<file path="config.mk">
export PLATFORM = sky130hd
export DESIGN_NAME = clocking_in
export DESIGN_NICKNAME = d
export VERILOG_FILES = /design/src/rtl/clocking_in.sv
export SDC_FILE = /design/constraint.sdc
export NUM_CORES = 1
export LEC_CHECK = 0
export ABC_AREA = 1
export BUFFER_PORTS_ARGS = -buffer_cell sky130_fd_sc_hd__buf_2
export CAP_MARGIN = 0
export CORE_ASPECT_RATIO = 0.9
export CORE_UTILIZATION = 45
export DETAILED_ROUTE_END_ITERATION = 7
export GPL_TIMING_DRIVEN = 1
export PLACE_DENSITY = 0.68
export SETUP_SLACK_MARGIN = 0.3
export SLEW_MARGIN = 20
export SYNTH_ARGS = -nofsm -noshare
export SYNTH_HDL_FRONTEND = slang
export SYNTH_SLANG_ARGS = --single-unit
</file>
<file path="constraint.sdc">
create_clock -name clk -period 4.5 [get_ports clk]
set_input_delay 0.9 -clock clk [delete_from_list [all_inputs] [get_ports clk]]
set_output_delay 0.9 -clock clk [all_outputs]
set_load 0.01 [all_outputs]
</file>
<file path="src/rtl/clocking_in.sv">
// AXI-Stream receive buffer: assembles FFT_SIZE complex beats into a shadow frame and launches
// it to a stable parallel output. Define CLOCKING_IN_TLAST_CHECK_EN to enable tlast framing checks.
module clocking_in #(
  parameter int unsigned FFT_SIZE     = 8,
  parameter int unsigned FFT_SIZE_LOG = 3,
  parameter int unsigned WIDTH        = 18,
  parameter int unsigned DECIMAL      = 10
) (
  input  logic                        clk,
  input  logic                        rst_n,
  input  logic                        dma_tvalid,
  output logic                        dma_tready,
  input  logic                        dma_tlast,
  input  logic signed [WIDTH-1:0]     data_in_R,
  input  logic signed [WIDTH-1:0]     data_in_I,
  input  logic                        fft_ready,
  output logic                        start,
  output logic [FFT_SIZE*WIDTH-1:0]   data_out_R,
  output logic [FFT_SIZE*WIDTH-1:0]   data_out_I,
  output logic                        frame_err
);

  localparam logic [FFT_SIZE_LOG-1:0] LastIdx = FFT_SIZE_LOG'(FFT_SIZE - 1);

  typedef enum logic [0:0] {StFill, StFull} state_e;

  state_e                    state_q, state_d;
  logic [FFT_SIZE_LOG-1:0]   idx_q, idx_d;
  logic                      tready_q;
  logic                      start_q;
  logic                      err_q, err_d;
  logic [FFT_SIZE*WIDTH-1:0] shadow_r_q, shadow_i_q;
  logic [FFT_SIZE*WIDTH-1:0] out_r_q, out_i_q;
  logic                      accept;
  logic                      launch;
  logic                      clear_tail;

  assign accept = dma_tvalid && tready_q;

  always_comb begin
    state_d    = state_q;
    idx_d      = idx_q;
    launch     = 1'b0;
    clear_tail = 1'b0;
    err_d      = 1'b0;
    unique case (state_q)
      StFill: begin
        if (accept) begin
          if (idx_q == LastIdx) begin
            state_d = StFull;
            idx_d   = '0;
`ifdef CLOCKING_IN_TLAST_CHECK_EN
            err_d   = !dma_tlast;
`endif
          end
`ifdef CLOCKING_IN_TLAST_CHECK_EN
          // Short packet: close the frame now and zero-pad the unused slots.
          else if (dma_tlast) begin
            state_d    = StFull;
            idx_d      = '0;
            clear_tail = 1'b1;
            err_d      = 1'b1;
          end
`endif
          else begin
            idx_d = idx_q + 1'b1;
          end
        end
      end
      StFull: begin
        if (fft_ready) begin
          launch  = 1'b1;
          state_d = StFill;
        end
      end
      default: state_d = StFill;
    endcase
  end

  always_ff @(posedge clk) begin
    if (!rst_n) begin
      state_q    <= StFill;
      idx_q      <= '0;
      tready_q   <= 1'b0;
      start_q    <= 1'b0;
      err_q      <= 1'b0;
      shadow_r_q <= '0;
      shadow_i_q <= '0;
      out_r_q    <= '0;
      out_i_q    <= '0;
    end else begin
      state_q  <= state_d;
      idx_q    <= idx_d;
      // Ready is registered from the next state so it drops on the edge that fills the frame.
      tready_q <= (state_d == StFill);
      start_q  <= launch;
      err_q    <= err_d;
      if (accept) begin
        shadow_r_q[idx_q*WIDTH +: WIDTH] <= data_in_R;
        shadow_i_q[idx_q*WIDTH +: WIDTH] <= data_in_I;
      end
      if (clear_tail) begin
        for (int k = 0; k < int'(FFT_SIZE); k++) begin
          if (k > int'(idx_q)) begin
            shadow_r_q[k*WIDTH +: WIDTH] <= '0;
            shadow_i_q[k*WIDTH +: WIDTH] <= '0;
          end
        end
      end
      if (launch) begin
        out_r_q <= shadow_r_q;
        out_i_q <= shadow_i_q;
      end
    end
  end

  assign dma_tready = tready_q;
  assign start      = start_q;
  assign data_out_R = out_r_q;
  assign data_out_I = out_i_q;

`ifdef CLOCKING_IN_TLAST_CHECK_EN
  assign frame_err = err_q;
  logic unused_cfg;
  assign unused_cfg = (DECIMAL < WIDTH);
`else
  assign frame_err = 1'b0;
  logic unused_cfg;
  assign unused_cfg = (DECIMAL < WIDTH) ^ dma_tlast ^ err_q;
`endif

endmodule

</file>
==> impl_metrics.csv <==
group,metric,value,unit
pwr,power_density,428,nW/um^2
cts,cts_setup_buffers,0,
placed_design,io_buffers,329,
pwr,power,12.5,mW
timing,skew,0.0299,ns
drt,wl_per_cell,20.6,um
timing,tns,0,ns
cts,clock-sinks,582,
critical_path,path_cells,"inv_1, ha_2, inv_1, nor2_4, nand2_4, inv_2, ha_1, inv_1, nor2_2, nand3_1, clkinv_1, o21ai_0, a21oi_1",
drt,via_per_inst,5.52,
die,start_util,45.9,%
critical_path,cp-start-kind,"flop",
critical_path,cp-startpoint,"idx_q[1]",
global_routing,grt_pass1_vias,22737,
global_routing,grt_pass1_wl,141000,um
cts,clk_pin_slew,0.07,ns
placed_design,gp_congestion,1.05,
timing,whs,0.461,ns
yosys,synthesis.nets,3672,
cts,root_buffer,"clkbuf_16",
die,rows,81,
timing,finalCriticalPeriod,3.81,ns
timing,fmax,263,MHz
global_routing,grt_overflow,0,
yosys,syn_inst,3622,
timing,tightest_slew,0.943,ns
cts,tritoncts,"yes",
timing,finalHoldViolations,0,
yosys,yosysMostFrequentCell,"nor2_1",
cts,htreeDepth,2,
drt,finalWirelength,95400,um
min_path,hp-start,"shadow_i_q[137]",
drt,vias,25561,
die,dieWidth,251,um
timing,drv_slew,0,
outcome,status,"complete, no violations",
finish,drive_gt1_share,14.0,%
global_routing,antenna_found_initial,5,
yosys,ys_types,43,
critical_path,path_max_fanout,35,
die,pin_count,332,
pwr,vdd_ir_drop_max,293,uV
yosys,synthTopCellsByArea,"dfxtp_1, nor2_1, o21ai_0",
yosys,synth-async-reset-ratio,0,%
min_path,hp-class,"reg2reg",
job,cap_violations,0,
critical_path,arrival,4.29,ns
die,core,54800,um^2
finish,areaGrowthSynthToFinish,16.4,%
yosys,synth_commonest_cells,"nor2_1, dfxtp_1, nand2_1, o21ai_0, nand3_1",
yosys,yosysTopAreaCellShare,46.3,%
timing,finalSetupViolations,0,
die,die_area,56900,um^2
drt,drcViolationCount,0,
drt,first_pass_iters,6,
cts,cts_resized,0,
drt,drt_iter0_markers,2719,
critical_path,worstReg2RegStart,"idx_q[1]",
cts,cts_hold_buf,0,
critical_path,slowest_stage,"clkinv_1",
cts,cts_buffer_depth,3,
global_routing,grt_usage,32.7,%
timing,period_share,84.6,%
finish,final_nets,3880,
critical_path,cpMostUsedCell,"inv_1",
yosys,synth_area,25200,um^2
yosys,synth_area_leader_cell,"dfxtp_1",
timing,rsz0062_at_grt,"false",
timing,slew_headroom,36.8,%
cts,clk_latency,0.65,ns
drt,postRouteAntennaNets,0,
pwr,p_leak,13.5,nW
cts,cts_buffers,56,
critical_path,cp-end-kind,"flop",
critical_path,critPathKind,"reg2reg",
critical_path,cp_top_family,"buffers and inverters",
placed_design,dp_hpwl,70700,um
yosys,synth_seq_cells,582,
yosys,synth_edf_count,0,
critical_path,crit_required,4.99,ns
yosys,yosysWarnings,0,
die,die_h,226,um
global_routing,grt_max_degree,224,
yosys,syn_avg_cell_area,6.95,um^2
yosys,synth_ff_type,"dfxtp_1",
yosys,seq_area_frac_synth,46.3,%
critical_path,critPathMaxStageDelay,0.85,ns
critical_path,path_buf_inv,5,
-- cell type report --
type,instances,area [um^2]
diodes,3,7.51
clock buffers,81,1630
clock inverters,24,357
fillers,5618,25500
inverters,233,882
multi-input cells,2566,11700
flip-flops and latches,582,11700
well taps,747,935
repair buffers,391,2170
-- worst reg2reg max path, cell delays in order (launching register included) --
cell and delay, ns:
dfxtp_1 0.31, inv_1 0.16, ha_2 0.22, inv_1 0.06
nor2_4 0.10, nand2_4 0.22, inv_2 0.12, ha_1 0.24
inv_1 0.29, nor2_2 0.19, nand3_1 0.33, clkinv_1 0.86
o21ai_0 0.47, a21oi_1 0.08
-- worst paths after layout --
| path | endpoint | slack (ns) | cells past startpoint |
|---|---|---|---|
| max | shadow_i_q[53] | 0.69 | 13 |
| min | data_out_I[137] | 0.46 | 2 |
| max reg2reg | shadow_i_q[53] | 0.69 | 13 |
| min reg2reg | data_out_I[137] | 0.46 | 2 |
-- through the flow --
| step | instances | utilization (%) | setup slack (ns) | area [um^2] |
|---|---|---|---|---|
| after global placement | 4519 | 49.8 | 0.837 | 27300 |
| final | 4627 | 53.4 | 0.693 | 29300 |
| after CTS | 4624 | 53.4 | 0.706 | 29300 |
| after global routing | 4624 | 53.4 | 0.414 | 29300 |
| after detailed placement | 4519 | 49.8 | 0.749 | 27300 |
| after floorplan | 3622 | - | 1.12 | 25200 |
-- report_power, final --
| part | leakage, nW | internal, mW | switching, mW |
|---|---|---|---|
| sequential | 4.69 | 5.22 | 0.0300 |
| clock | 0.980 | 2.93 | 2.10 |
| combinational | 7.84 | 0.494 | 1.77 |
| total | 13.5 | 8.64 | 3.90 |
-- cell usage in the layout (no fill, tap or decap), drive strengths merged, types with 9 or more instances in the layout --
master	n
o21ai	551
nor2	766
inv	232
o211ai	27
a21oi	258
clkinv	18
nor3	13
ha	9
nand4	28
nand3	297
nand2	586
clkbuf	81
dfxtp	582
buf	391
-- logic make-up after synthesis --
| logic type | share of synthesized area [%] |
|---|---|
| and+or+nand+nor | 28.0 |
| AOI/OAI and AO/OA | 17.6 |
| DFF | 46.3 |
| buffers and inverters | 7.49 |
| adders and majority gates | 0.447 |
| muxes | 0.119 |
| other | 0.0149 |
-- state kept, by name, indices dropped and copies added (netlist names) --
| signal | count |
|---|---|
| shadow_r_q | 144 |
| data_out_R | 144 |
| state_q | 1 |
| data_out_I | 144 |
| start | 1 |
| dma_tready | 1 |
| idx_q | 3 |
| shadow_i_q | 144 |
-- routing by layer --
layer | global-route usage (%) | part of all wire [%]
met1 | 45.6 | 43
met2 | 49.3 | 43
met3 | 6.62 | 10
met4 | 13.2 | 4.1
met5 | 0 | 0.040
No activity file was read; power rests on OpenSTA's default activity.
